===== src/rtl/clock_timebase.sv =====
// Four-digit BCD timebase: a prescaler feeding a cascade of modulo digit counters with run/pause, up/down, preset load and strobes.
// Latency: digits, tick and roll are registered and change on the prescaler-advance edge; done is combinational from up and digits.
// Backpressure: none; a free-running source where pause (run=0) freezes the prescaler and digits, and load always wins.
//
// Ports:
//   clk, rst_n           rising-edge clock, synchronous active-low reset
//   run, up              count enable, count direction (1 = up)
//   load, load_val[15:0] one-cycle preset strobe, preset digits {d3,d2,d1,d0}
//   digits[15:0]         current BCD digits {d3,d2,d1,d0}
//   tick, roll           one-cycle strobes: digit update, whole-chain wrap
//   done                 level: counting down, halting enabled, chain at 0000
module clock_timebase #(
    parameter int CLK_HZ       = 50000000,
    parameter int TICK_HZ      = 1,
    parameter int DIG0_MOD     = 10,
    parameter int DIG1_MOD     = 6,
    parameter int DIG2_MOD     = 10,
    parameter int DIG3_MOD     = 6,
    parameter int STOP_AT_ZERO = 1
) (
    input  logic        clk,
    input  logic        rst_n,
    input  logic        run,
    input  logic        up,
    input  logic        load,
    input  logic [15:0] load_val,
    output logic [15:0] digits,
    output logic        tick,
    output logic        roll,
    output logic        done
);

    localparam int DIV = CLK_HZ / TICK_HZ;
    localparam int PW  = (DIV > 2) ? $clog2(DIV) : 1;
    localparam logic [PW-1:0] PRESC_LAST = PW'(DIV - 1);

    function automatic logic [3:0] dig_mod(input int i);
        case (i)
            0:       return 4'(DIG0_MOD);
            1:       return 4'(DIG1_MOD);
            2:       return 4'(DIG2_MOD);
            default: return 4'(DIG3_MOD);
        endcase
    endfunction

    logic [PW-1:0] presc;
    logic          presc_wrap;
    logic [15:0]   next_digits;
    logic [15:0]   load_sat;
    logic          chain_wrap;
    logic          carry;
    logic [3:0]    cur;
    logic [3:0]    m;
    logic [3:0]    nib;
    logic [3:0]    lm;

    assign presc_wrap = (presc == PRESC_LAST);
    assign done       = !up && (STOP_AT_ZERO != 0) && (digits == 16'h0000);

    // Ripple the carry (up) or borrow (down) from d0 upward. A digit only
    // moves while every lower digit is wrapping; a carry that survives all
    // four digits means the whole chain wrapped on this advance.
    always_comb begin
        next_digits = digits;
        carry       = 1'b1;
        cur         = 4'd0;
        m           = 4'd0;
        for (int i = 0; i < 4; i++) begin
            cur = digits[i*4 +: 4];
            m   = dig_mod(i);
            if (carry) begin
                if (up) begin
                    if (cur == m - 4'd1) begin
                        next_digits[i*4 +: 4] = 4'd0;
                    end else begin
                        next_digits[i*4 +: 4] = cur + 4'd1;
                        carry = 1'b0;
                    end
                end else begin
                    if (cur == 4'd0) begin
                        next_digits[i*4 +: 4] = m - 4'd1;
                    end else begin
                        next_digits[i*4 +: 4] = cur - 4'd1;
                        carry = 1'b0;
                    end
                end
            end
        end
        chain_wrap = carry;
    end

    // Preset nibbles outside a digit's range are clamped to its top value
    // so the chain never holds an illegal digit.
    always_comb begin
        load_sat = 16'h0000;
        nib      = 4'd0;
        lm       = 4'd0;
        for (int i = 0; i < 4; i++) begin
            nib = load_val[i*4 +: 4];
            lm  = dig_mod(i);
            load_sat[i*4 +: 4] = (nib >= lm) ? (lm - 4'd1) : nib;
        end
    end

    always_ff @(posedge clk) begin
        if (!rst_n) begin
            presc  <= '0;
            digits <= 16'h0000;
            tick   <= 1'b0;
            roll   <= 1'b0;
        end else begin
            tick <= 1'b0;
            roll <= 1'b0;
            if (load) begin
                digits <= load_sat;
                presc  <= '0;
            end else if (run) begin
                if (presc_wrap) begin
                    presc <= '0;
                    // Halted at zero: the prescaler keeps its rhythm but
                    // the advance is swallowed.
                    if (!done) begin
                        digits <= next_digits;
                        tick   <= 1'b1;
                        roll   <= chain_wrap;
                    end
                end else begin
                    presc <= presc + PW'(1);
                end
            end
        end
    end

endmodule


===== config.mk =====
export PLATFORM = sky130hd
export DESIGN_NAME = clock_timebase
export DESIGN_NICKNAME = d
export VERILOG_FILES = /design/src/rtl/clock_timebase.sv
export SDC_FILE = /design/constraint.sdc
export NUM_CORES = 1
export LEC_CHECK = 0
export ABC_CLOCK_PERIOD_IN_PS = 2800
export BUFFER_PORTS_ARGS = -buffer_cell sky130_fd_sc_hd__buf_4
export CORE_ASPECT_RATIO = 0.7
export CORE_UTILIZATION = 45
export DETAILED_ROUTE_END_ITERATION = 8
export PLACE_DENSITY = 0.76
export SLEW_MARGIN = 15
export SYNTH_ARGS = -nofsm -noshare
export SYNTH_HDL_FRONTEND = slang
export SYNTH_SLANG_ARGS = --single-unit

===== constraint.sdc =====
create_clock -name clk -period 2.8 [get_ports clk]
set_input_delay 0.14 -clock clk [delete_from_list [all_inputs] [get_ports clk]]
set_output_delay 0.14 -clock clk [all_outputs]
set_load 0.02 [all_outputs]

; After elaboration in Yosys (flattened, before gate mapping)
; Index checks and enable logic that the tools add are counted.
; W data, S select, Z words.
[word_totals]
regBits = 44
latchBits = 0
ramBits = 0
romBits = 0
in_bits = 21
output_inout_bits = 19
wordCells = 88
mem_count = 0
[classes]
n_addsub = 9
mul = 0
div_mod_pow = 0
n_lt_le_gt_ge = 4
eq_ne = 6
n_shift = 0
n_mux = 39
bitwise = 4
n_reduce_logical = 19
[ops]
columns = cell, count
row1 = $mux W4, 19
row2 = $mux W16, 4
row3 = $add A26 B1 Y26 const B, 1
row4 = $eq A26 B26 Y1 const B, 1
row5 = $mux W26, 1
row6 = $add A4 B1 Y4 const B, 4
row7 = $logic_not A16 Y1, 1
row8 = $logic_not A4 Y1, 4
row9 = $sub A4 B1 Y4 const B, 4
row10 = $mux W1, 15
row11 = $reduce_and A4 Y1, 3
row12 = $reduce_bool A2 Y1, 5
row13 = $eq A4 B3 Y1 const B, 2
row14 = $eq A4 B4 Y1 const B, 2
row15 = $ge A4 B3 Y1 const B, 2
row16 = $ge A4 B4 Y1 const B, 2
row17 = $reduce_or A6 Y1, 1
row18 = $not A1 Y1, 4
row19 = $reduce_or A4 Y1, 1
row20 = $reduce_and A3 Y1, 1
row21 = $ne A2 B2 Y1 const B, 1
row22 = $reduce_or A2 Y1, 1
row23 = $logic_and A1 B1 Y1, 1
row24 = $logic_not A1 Y1, 1

; Logic depth before layout (Yosys ltp)
; Gate-level depths: netlist (run 1).
[logic_depth]
ltp_word = 10
mapped_depth = 8
depth_no_buf = 6

; Worst setup path after synthesis (run 1)
; Ideal clock, no wire load.
[synth_timing]
path_type = reg2reg
from = register digits[9]
to = register digits[3]
arrival_ns = 2.206
required_time_ns = 2.728
slack_ns = 0.523
stages_incl_launch_ff = 7
path_buffers = 1
path_cell_list = dfxtp_1 clkbuf_1 nor4_4 nand4_1 nor3_1 o311ai_0 a21oi_1
[synth_via]
elab_chain_cells = 4
[synth_lines]
columns = item, line
row1 = "start, declared", 27  ; output logic [15:0] digits,
row2 = "start signal, assigned", 115  ; digits <= load_sat;
row3 = "start signal, assigned", 123  ; digits <= next_digits;
row4 = $logic_not A16 Y1, 58  ; assign done = !up && (STOP_AT_ZERO != 0) && (digits == 16'h0000);
row5 = $logic_and A1 B1 Y1, 58
row6 = via done, 30  ; output logic done
row7 = $ne A2 B2 Y1 (no source line), n/a
row8 = $reduce_and A3 Y1 (no source line), n/a
; The timed path passes the listed nets, and every way through them passes these cells.
; A chain may end at the register's enable or synchronous reset.

; Worst setup path after layout (run 1)
[layout_timing]
from = register digits[6]
to = output done
[layout_via]
elab_chain_cells = 2
[layout_lines]
columns = item, line
row1 = $logic_not A16 Y1, 58
row2 = $logic_and A1 B1 Y1, 58
row3 = "end, declared", 30
; No other way between the ends.

==> summary.txt, run 1 <==
vias per inst: 5.937
Vias: 2,618
clock power share: 33.2%
CP endpoint kind: output port
crit path to: done
Core ar.: 5871 um2
Routed Antenna Nets: 0
Clock Latency Late Sink: 0.29 ns
Max stage delay on crit path: 0.54 ns
dpl hpwl: 4.853 mm
Root Buffer: clkbuf_8
cts bufs inserted: 5
Clock Pin Slew Worst Setup and Hold Paths: 0.08 ns
reg-to-reg endpoint: digits[12]$_SDFFE_PN0P_
share of layout cells above drive strength 1: 16.12%
Worst EP arrival: 2.26 ns
Post-CTS Setup Bufs: 0
DRT iter0 DRCs: 163
P_int: 948.3 uW
CTS H-tree lvls: 2
Synth Area in XOR/XNOR: 10.65%
min cycle time layout: 2.404 ns
met2 Use GR: 29.96%
EDFF count, synth: 0
M1 GR Usage: 33.47%
Async SR Flop Fraction: 0%
DR pass1 iterations: 5
Area growth syn-to-layout: 11.41%
starting density of the core: 47.63%
Slew headroom: 60.21%
#FFs+latches synth: 44
DP Area: 3019 um2
CTS Sinks: 44
# DRC: 0
clock skew: 0.004284 ns
GR Overflow Total: 0
leak pwr: 1.056 nW
CP startpoint kind: flip-flop
initial antenna violation count: 0
CP max-delay cell: nor3_1
Net Switching: 354.7 uW
gpl congestion: 0.8307
final hold vios: 0
port bufs: 39
GRT met3 Usage: 3.667%
fillers: 548
RSZ-0062 raised after global routing: false
DIE WIDTH: 96.22 um
Worst Path Class, Setup: reg -> out
post-synthesis adder-cell area fraction: 0.4474%
largest family of logic cells by synthesized area: simple AND/OR/NAND/NOR gates
Synth Area per Inst: 8.153 um2
Max Buffers Root-to-Sink: 2
CP Max Fanout: 10
DR WL/cell: 15.11 um
gr busiest metal: met1
final setup violation count: 0
power density over the cells: 418.2 nW/um2
Synth Area in Simple Gates: 31.41%
Worst Reg-to-Reg Cells: 5
Tcrit/Tclk final: 85.85%
status: complete, no violations
Final Cell Area: 3115 um2
Ys Warns: 0
Yosys cell types: 59
sequential share of the synthesized area: 31.50%
Compound-Gate Fraction of Synth Area: 16.60%
Reg power frac: 51.7%
Max Cap Viol: 0
TNS Setup: 0 ns
global-route usage over all layers: 21.52%
die area: 6539 um2
Synth Cell Area: 2796 um2
Least-Margin Pin Slew: 0.5923 ns
Die H: 67.96 um
final WL: 6.664 mm
number of global-route vias before repair: 2,175
multiplexer share of the synthesized area: 2.192%
CTS tree: done
r2r startpoint: digits[8]$_SDFFE_PN0P_
largest net degree at the start of global routing: 32
Comb power frac: 15.1%
nets@finish: 388
final max-slew violation count: 0
r2r setup slk: 0.59 ns
register area: 880.8 um2
first-pass GRT wire length: 10.78 mm
worst hold path class: in -> reg
syn nets: 365
ANT cells: 0
Ports: 40
Worst Path Required: 2.66 ns
cells along the critical path: nor4_1 -> nand4_1 -> nor3_1 -> buf_4
area of the multi-input gates: 1714 um2
peak supply drop: 0.1763 mV
num rows: 23
cell count after synthesis: 343
switch share: 27.22%
ys flop type: dfxtp_1
fmax: 416.0 MHz
post-cts resize count: 0
cts hold-fix bufs: 0
Crit. Startpoint: digits[6]$_SDFFE_PN0P_
[how the worst min path moves through the flow]
stage	startpoint	end	slack [ns]	cells past startpoint
finish	load_val[9]	digits[9]$_SDFFE_PN0P_	0.05	3
global route	load_val[9]	digits[9]$_SDFFE_PN0P_	0.05	3
CTS	load_val[9]	digits[9]$_SDFFE_PN0P_	0.04	3
detailed placement	load_val[9]	digits[9]$_SDFFE_PN0P_	0.35	3
global placement	load_val[9]	digits[9]$_SDFFE_PN0P_	0.35	3
floorplan	load_val[1]	digits[1]$_SDFFE_PN0P_	0.25	2
[synth_stat cells (4+ instances only)]
master / instances / area share, %
nor3_1: 18 / 3.2
and3_1: 7 / 1.6
nand3_1: 20 / 3.6
nor2_1: 42 / 5.6
a31oi_1: 5 / 1.1
or3_1: 5 / 1.1
nor4_1: 9 / 2.0
o21ai_0: 15 / 2.7
dfxtp_1: 44 / 31
clkbuf_8: 5 / 2.5
buf_2: 4 / 0.72
mux2i_1: 5 / 1.8
a21oi_1: 11 / 2.0
inv_1: 6 / 0.81
o31ai_1: 4 / 1.1
nand2_1: 22 / 3.0
xnor2_1: 24 / 7.5
clkbuf_1: 11 / 1.5
nand4_1: 11 / 2.5
xor2_1: 10 / 3.1
and4_1: 9 / 2.8
[final cells by class]
cell class	instances	share of cell area (%)
clock buffer	7	3.092
inverter	6	0.7229
multi-input combinational	268	55.02
sequential	44	28.27
tap	75	3.012
timing repair buffer	41	9.880
[power by group through the flow]
stage | logic, mW | registers (mW) | clock network [mW]
final | 0.197 | 0.673 | 0.432
after global routing | 0.215 | 0.677 | 0.465
after CTS | 0.196 | 0.673 | 0.441
after detailed placement | 0.195 | 0.687 | 0
after global placement | 0.192 | 0.686 | 0
after floorplan | 0.148 | 0.675 | 0
[flip-flops by register name, indices dropped and copies added (netlist names)]
register  cells
digits       16
presc        26
roll          1
tick          1
[worst max-delay path: cells and delay by family, from the launching register on]
kind          cells  cell delay [ns]
flops             1             0.41
simple gates      3             1.30
buf+inv           1             0.25
[cells in the final DEF, fill, tap and decap left out, types with 3 or more instances in the layout]
cell type	n
nand3_1	20
o31ai_1	4
inv_1	6
clkbuf_8	7
xnor2_1	24
nand2b_1	3
and3_1	7
buf_4	41
o21ai_0	15
nor2b_1	3
a31oi_1	5
xor2_1	10
nand2_1	22
dfxtp_1	44
a211oi_1	3
nor4_1	9
nor2_1	42
and4_1	9
nor3_1	18
mux2i_1	5
and2_1	3
a21oi_1	11
or3_1	5
nand4_1	11
[metal layers]
metal | vias to the layer above | wire [um]
li1 | 1291 | -
met1 | 1210 | 3522
met2 | 111 | 2497
met3 | 6 | 582
met4 | 0 | 61
met5 | - | 0
[per-stage QoR]
| stage | utilization, % | hold WS (ns) | cells | power [mW] | worst slack (ns) |
|---|---|---|---|---|---|
| after detailed placement | 51.43 | 0.3526 | 434 | 0.8821 | 0.6384 |
| after CTS | 53.07 | 0.03860 | 441 | 1.310 | 0.4811 |
| after global placement | 51.43 | 0.3523 | 434 | 0.8787 | 0.6568 |
| final | 53.07 | 0.04933 | 441 | 1.303 | 0.3963 |
| after floorplan | - | 0.2486 | 343 | 0.8225 | 0.5229 |
| after global routing | 53.07 | 0.05391 | 441 | 1.357 | 0.3508 |
[kinds of logic after synthesis]
family | count (synthesis)
AOI/OAI and AO/OA | 63
xor gates and xnor gates | 34
adders and majority gates | 1
buffers and inverters | 31
DFF | 44
muxes | 6
and+or+nand+nor | 164
(Power assumes the default switching activity.)
==> run 2, diff against run 1 <==
--- a/config.mk
+++ b/config.mk
@@ -8,9 +8,10 @@
 export ABC_CLOCK_PERIOD_IN_PS = 2800
 export BUFFER_PORTS_ARGS = -buffer_cell sky130_fd_sc_hd__buf_4
 export CORE_ASPECT_RATIO = 0.7
-export CORE_UTILIZATION = 45
+export CORE_MARGIN = 2
+export CORE_UTILIZATION = 50
 export DETAILED_ROUTE_END_ITERATION = 8
-export PLACE_DENSITY = 0.76
+export PLACE_DENSITY = 0.82
 export SLEW_MARGIN = 15
 export SYNTH_ARGS = -nofsm -noshare
 export SYNTH_HDL_FRONTEND = slang
==> summary.txt, run 2 (synthesis results as in run 1) <==
status: complete, no violations
initial antenna violation count: 0 (unchanged)
DRT iter0 DRCs: 239 (+47%)
global-route usage over all layers: 23.88% (+2.4 points)
leak pwr: 1.050 nW (-0.55%)
cts bufs inserted: 5 (unchanged)
met2 Use GR: 31.83% (+1.9 points)
port bufs: 39 (unchanged)
first-pass GRT wire length: 11.73 mm (+8.8%)
Clock Pin Slew Worst Setup and Hold Paths: 0.08 ns (about the same)
hold depth: 3 (unchanged)
TNS Setup: 0 ns (unchanged)
max reg flops: 26 (unchanged)
CTS tree: done
starting density of the core: 52.64% (+5.0 points)
post-cts resize count: 0 (unchanged)
CTS Sinks: 44 (unchanged)
nets@finish: 388 (unchanged)
Max Buffers Root-to-Sink: 2 (unchanged)
gpl congestion: 0.8548 (+2.9%)
dpl hpwl: 4.848 mm (about the same)
Routed Antenna Nets: 0 (unchanged)
Worst Reg-to-Reg Cells: 6 (+1)
Die H: 66.57 um (-2.0%)
worst hold path class: in -> reg
num rows: 22 (-4.3%)
Root Buffer: clkbuf_8
Worst Path Required: 2.66 ns (about the same)
vias per inst: 6.000 (+1.1%)
# DRC: 0 (unchanged)
final max-slew violation count: 0 (unchanged)
Max stage delay on crit path: 0.48 ns (-0.06 ns)
final hold vios: 0 (unchanged)
M1 GR Usage: 37.53% (+4.1 points)
largest net degree at the start of global routing: 32 (unchanged)
Least-Margin Pin Slew: 0.6125 ns (+0.02023 ns)
GR Overflow Total: 0 (unchanged)
Post-CTS Setup Bufs: 0 (unchanged)
buffer and inverter count on the worst path: 1 (unchanged)
CP top delay family: simple AND/OR/NAND/NOR gates
WP depth: 4 (unchanged)
RSZ-0062 raised after global routing: false
Clock Latency Late Sink: 0.30 ns (about the same)
Ports: 40 (unchanged)
min cycle time layout: 2.360 ns (-0.04365 ns)
most frequent cells in the layout: dfxtp_1 (44), nor2_1 (42), buf_4 (41)
Core ar.: 5313 um2 (-9.5%)
Worst EP arrival: 2.22 ns (-0.04 ns)
DIE WIDTH: 93.39 um (-2.9%)
GRT met3 Usage: 4.864% (+1.2 points)
Slew headroom: 58.11% (-2.1 points)
final setup violation count: 0 (unchanged)
ANT cells: 0 (unchanged)
Tcrit/Tclk final: 84.29% (-1.6 points)
DR WL/cell: 15.51 um (+2.7%)
power density over the cells: 416.0 nW/um2 (-0.53%)
cells along the critical path: nor4_1 -> nand4_1 -> nor3_1 -> buf_4
Reg with most FFs: presc
DR pass1 iterations: 5 (unchanged)
final WL: 6.811 mm (+2.2%)
Max Cap Viol: 0 (unchanged)
cts hold-fix bufs: 0 (unchanged)
gr busiest metal: met1
commonest non-fill, non-tap cell in the layout: dfxtp_1
Area growth syn-to-layout: 11.19%
CTS H-tree lvls: 2 (unchanged)
CP max-delay cell: nor3_1
largest registers: presc x26, digits x16
peak supply drop: 0.2579 mV (+46%)
CP startpoint kind: flip-flop
Worst Path Class, Setup: reg -> out
CP endpoint kind: output port
share of layout cells above drive strength 1: 16.08% (-0.044 points)
clock skew: 0.004993 ns (+0.0007093 ns)
Vias: 2,634 (+0.61%)
fmax: 423.7 MHz (+1.8%)
number of global-route vias before repair: 2,333 (+7.3%)
die area: 6217 um2 (-4.9%)
Pwr Total: 1.294 mW (-0.73%)
CP Max Fanout: 13 (+3)
## run 2: cell count changes in the layout (fill, tap and decap cells not counted), sizes merged
cell,delta
clkinvlp,+1
## run 2: layer usage
| layer | up-vias | part of all wire [%] |
|---|---|---|
| met3 | 7 | 8.5 |
| li1 | 1296 | - |
| met2 | 113 | 40 |
| met5 | - | 0 |
| met1 | 1218 | 51 |
| met4 | 0 | 1.1 |
## run 2: per-stage QoR
stage / area (um2) / instances / setup WS [ns] / utilization [%] / hold WS, ns
after floorplan: 2796 / 343 / 0.5229 / - / 0.2486
after global placement: 3015 / 431 / 0.6578 / 56.76 / 0.3503
after detailed placement: 3015 / 431 / 0.5891 / 56.76 / 0.3552
after CTS: 3109 / 439 / 0.4834 / 58.53 / 0.04379
after global routing: 3109 / 439 / 0.3073 / 58.53 / 0.05308
final: 3109 / 439 / 0.4399 / 58.53 / 0.04605
## run 2: worst register-to-register path: stages (launching register included)
cell     delay (ns)
dfxtp_1        0.38
ha_1           0.21
and4_1         0.26
nand4_1        0.16
or2_1          0.43
or4_1          0.56
a31oi_1        0.19
## run 2: final timing paths
path	startpoint	endpoint	slack (ns)
hold / removal	load_val[1]	digits[1]$_SDFFE_PN0P_	0.05
setup / recovery	digits[4]$_SDFFE_PN0P_	done	0.44
setup reg to reg	presc[0]$_SDFFE_PP0P_	digits[12]$_SDFFE_PN0P_	0.53
hold reg to reg	presc[6]$_SDFFE_PP0P_	presc[6]$_SDFFE_PP0P_	0.53
## run 2: area by class of cell
| class | count | area, um2 |
|---|---|---|
| sequential | 44 | 880.8 |
| multi-input combinational | 268 | 1714 |
| fill | 483 | 2203 |
| inverter | 6 | 22.52 |
| clock buffer | 7 | 86.33 |
| tap | 72 | 90.09 |
| clock inverter | 1 | 7.507 |
| timing repair buffer | 41 | 307.8 |
## run 2: power breakdown
| part | switching, mW | internal (mW) |
|---|---|---|
| Sequential | 0.0358 | 0.638 |
| Combinational | 0.108 | 0.0906 |
| Clock | 0.221 | 0.201 |
| Total | 0.365 | 0.929 |
==> run 3, diff against run 2 <==
--- a/config.mk
+++ b/config.mk
@@ -5,13 +5,13 @@
 export SDC_FILE = /design/constraint.sdc
 export NUM_CORES = 1
 export LEC_CHECK = 0
-export ABC_CLOCK_PERIOD_IN_PS = 2800
+export ABC_CLOCK_PERIOD_IN_PS = 1900
 export BUFFER_PORTS_ARGS = -buffer_cell sky130_fd_sc_hd__buf_4
 export CORE_ASPECT_RATIO = 0.7
 export CORE_MARGIN = 2
 export CORE_UTILIZATION = 50
 export DETAILED_ROUTE_END_ITERATION = 8
-export PLACE_DENSITY = 0.82
+export PLACE_DENSITY = 0.85
 export SLEW_MARGIN = 15
 export SYNTH_ARGS = -nofsm -noshare
 export SYNTH_HDL_FRONTEND = slang
==> constraint.sdc (replaced) <==
create_clock -name clk -period 1.9 [get_ports clk]
set_input_delay 0.095 -clock clk [delete_from_list [all_inputs] [get_ports clk]]
set_output_delay 0.095 -clock clk [all_outputs]
set_load 0.02 [all_outputs]
==> summary.txt, run 3 (synthesis results as in run 1) <==
min cycle time layout: 1.988 ns
status: finished, violations left
Pwr Total: 2.136 mW (+65%)
share of layout cells above drive strength 1: 35.20% (+19 points)
Die H: 66.57 um (unchanged)
CTS Sinks: 44 (unchanged)
DR WL/cell: 18.15 um (+17%)
global-route usage over all layers: 28.85% (+5.0 points)
fmax: 503.0 MHz
Max Cap Viol: 0 (unchanged)
port bufs: 39 (unchanged)
DR pass1 iterations: 6 (+1)
Max Buffers Root-to-Sink: 2 (unchanged)
Ports: 40 (unchanged)
final setup violation count: 8 (+8)
Slew headroom: 60.83% (+2.7 points)
CP startpoint kind: flip-flop
CTS tree: done
Core ar.: 5313 um2 (unchanged)
DIE WIDTH: 93.39 um (unchanged)
dpl hpwl: 6.088 mm (+26%)
CP Max Fanout: 6 (-7)
Worst Path Required: 2.10 ns (-0.56 ns)
worst min-delay path startpoint: load_val[9]
Clock Pin Slew Worst Setup and Hold Paths: 0.08 ns (about the same)
Worst Path Class, Setup: reg -> reg
gpl congestion: 0.9908 (+16%)
GR Overflow Total: 0 (unchanged)
clock skew: 0.006402 ns (+0.001409 ns)
Final Non-Filler Cells: 501 (+14%)
ANT cells: 0 (unchanged)
register area: 894.6 um2 (+1.6%)
TNS Setup: -0.3806 ns (-0.3806 ns)
Reg with most FFs: presc
Area growth syn-to-layout: 35.88%
starting density of the core: 52.64% (unchanged)
cts bufs inserted: 5 (unchanged)
Tcrit/Tclk final: 104.6%
Root Buffer: clkbuf_8
nets@finish: 450 (+16%)
peak supply drop: 0.3276 mV (+27%)
final hold vios: 0 (unchanged)
Vias: 3,120 (+18%)
max reg flops: 26 (unchanged)
final max-slew violation count: 0 (unchanged)
placed instance count: 481 (+12%)
final WL: 9.094 mm (+34%)
r2r startpoint: digits[11]$_SDFFE_PN0P_
worst hold path class: in -> reg
number of global-route vias before repair: 2,949 (+26%)
vias per inst: 6.228 (+3.8%)
fillers: 395 (-18%)
r2r setup slk: -0.09 ns (-0.62 ns)
Hold Slack: 0.002573 ns (-0.04347 ns)
reg-to-reg endpoint: digits[10]$_SDFFE_PN0P_
pre-CTS setup slack: -0.05396 ns (-0.6430 ns)
die area: 6217 um2 (unchanged)
Least-Margin Pin Slew: 0.5863 ns (-0.02625 ns)
first-pass GRT wire length: 13.97 mm (+19%)
Worst EP arrival: 2.18 ns (-0.04 ns)
Worst Reg-to-Reg Cells: 6 (unchanged)
CTS H-tree lvls: 2 (unchanged)
area of the multi-input gates: 1867 um2 (+8.9%)
num rows: 22 (unchanged)
failing checks: negative setup slack
Routed Antenna Nets: 0 (unchanged)
hold depth: 3 (unchanged)
power density over the cells: 562.1 nW/um2 (+35%)
CP endpoint kind: flip-flop
RSZ-0062 raised after global routing: true
largest net degree at the start of global routing: 26 (-19%)
Hold Path End: digits[9]$_SDFFE_PN0P_
initial antenna violation count: 0 (unchanged)
largest registers: presc x26, digits x16
DRT iter0 DRCs: 282 (+18%)
commonest non-fill, non-tap cell in the layout: buf_4
# DRC: 0 (unchanged)
Clock Latency Late Sink: 0.31 ns (about the same)
leak pwr: 1.424 nW (+36%)
post-route setup slack: -0.08815 ns (-0.5281 ns)
most frequent cells in the layout: buf_4 (99), nor2_1 (41), dfxtp_1 (35)
-- run 3: changes by cell type in the layout (fill, tap and decap cells not counted), moves of 2 or more --
cell       change
dfxtp_1        -9
dfxtp_2        +8
nor4_2         +4
clkbuf_16      +2
nor4_1         -5
a211oi_1       -2
o21ai_0        -3
buf_4         +58
o21ai_1        +2
nor3_1         -2
-- run 3: worst max path at each step --
stage,slack (ns),cells past startpoint,to,from
floorplan,-0.08,6,digits[12]$_SDFFE_PN0P_,digits[6]$_SDFFE_PN0P_
global placement,0.002,5,digits[12]$_SDFFE_PN0P_,digits[4]$_SDFFE_PN0P_
detailed placement,-0.05,5,digits[12]$_SDFFE_PN0P_,digits[4]$_SDFFE_PN0P_
finish,-0.09,6,digits[10]$_SDFFE_PN0P_,digits[11]$_SDFFE_PN0P_
global route,-0.16,7,digits[15]$_SDFFE_PN0P_,digits[11]$_SDFFE_PN0P_
CTS,-0.02,6,digits[13]$_SDFFE_PN0P_,digits[4]$_SDFFE_PN0P_
-- run 3: where the power goes --
group	switching, mW	internal (mW)
Sequential	0.0217	0.942
Combinational	0.241	0.202
Clock	0.353	0.378
Total	0.615	1.52
-- run 3: cell type report --
class                      instances  share of cell area [%]
inverter                           6                  0.5927
clock buffer                       7                   2.832
tap                               72                   2.371
sequential                        44                   23.54
timing repair buffer             103                   21.30
clock inverter                     1                  0.2305
multi-input combinational        268                   49.13
-- run 3: metal layers --
metal / GRT usage, % / routed length [um] / vias to the layer above / part of all wire, %
met4: 9.743 / 279 / 0 / 3.1
met5: 0 / 0 / - / 0
met3: 5.430 / 924 / 36 / 10
met2: 46.22 / 4049 / 202 / 45
li1: - / - / 1424 / -
met1: 39.14 / 3841 / 1458 / 42
-- run 3: critical path, stage by stage (launching register included) --
cell and delay, ns:
dfxtp_1 0.35, nor3_1 0.31, nand4_1 0.17, buf_4 0.18, o311ai_4 0.44, o21ai_1 0.15, a32o_1 0.29
-- run 3: metrics by stage --
step                      cell area (um2)  util (%)
final                                3800     71.53
after detailed placement             3428     64.53
after global placement               3428     64.53
after CTS                            3649     68.68
after global routing                 3800     71.53
after floorplan                      2848         -
-- run 3: what timing repair did --
action / 4_1_cts / 5_1_grt
hold buffers: 1 / 0
cloned: 0 / 1
endpoints found under the setup margin: 33 / 42
buffers inserted: 7 / 4
pin swaps: 9 / 11
endpoints found under the hold margin: 1 / 0
resized for setup: 10 / 24
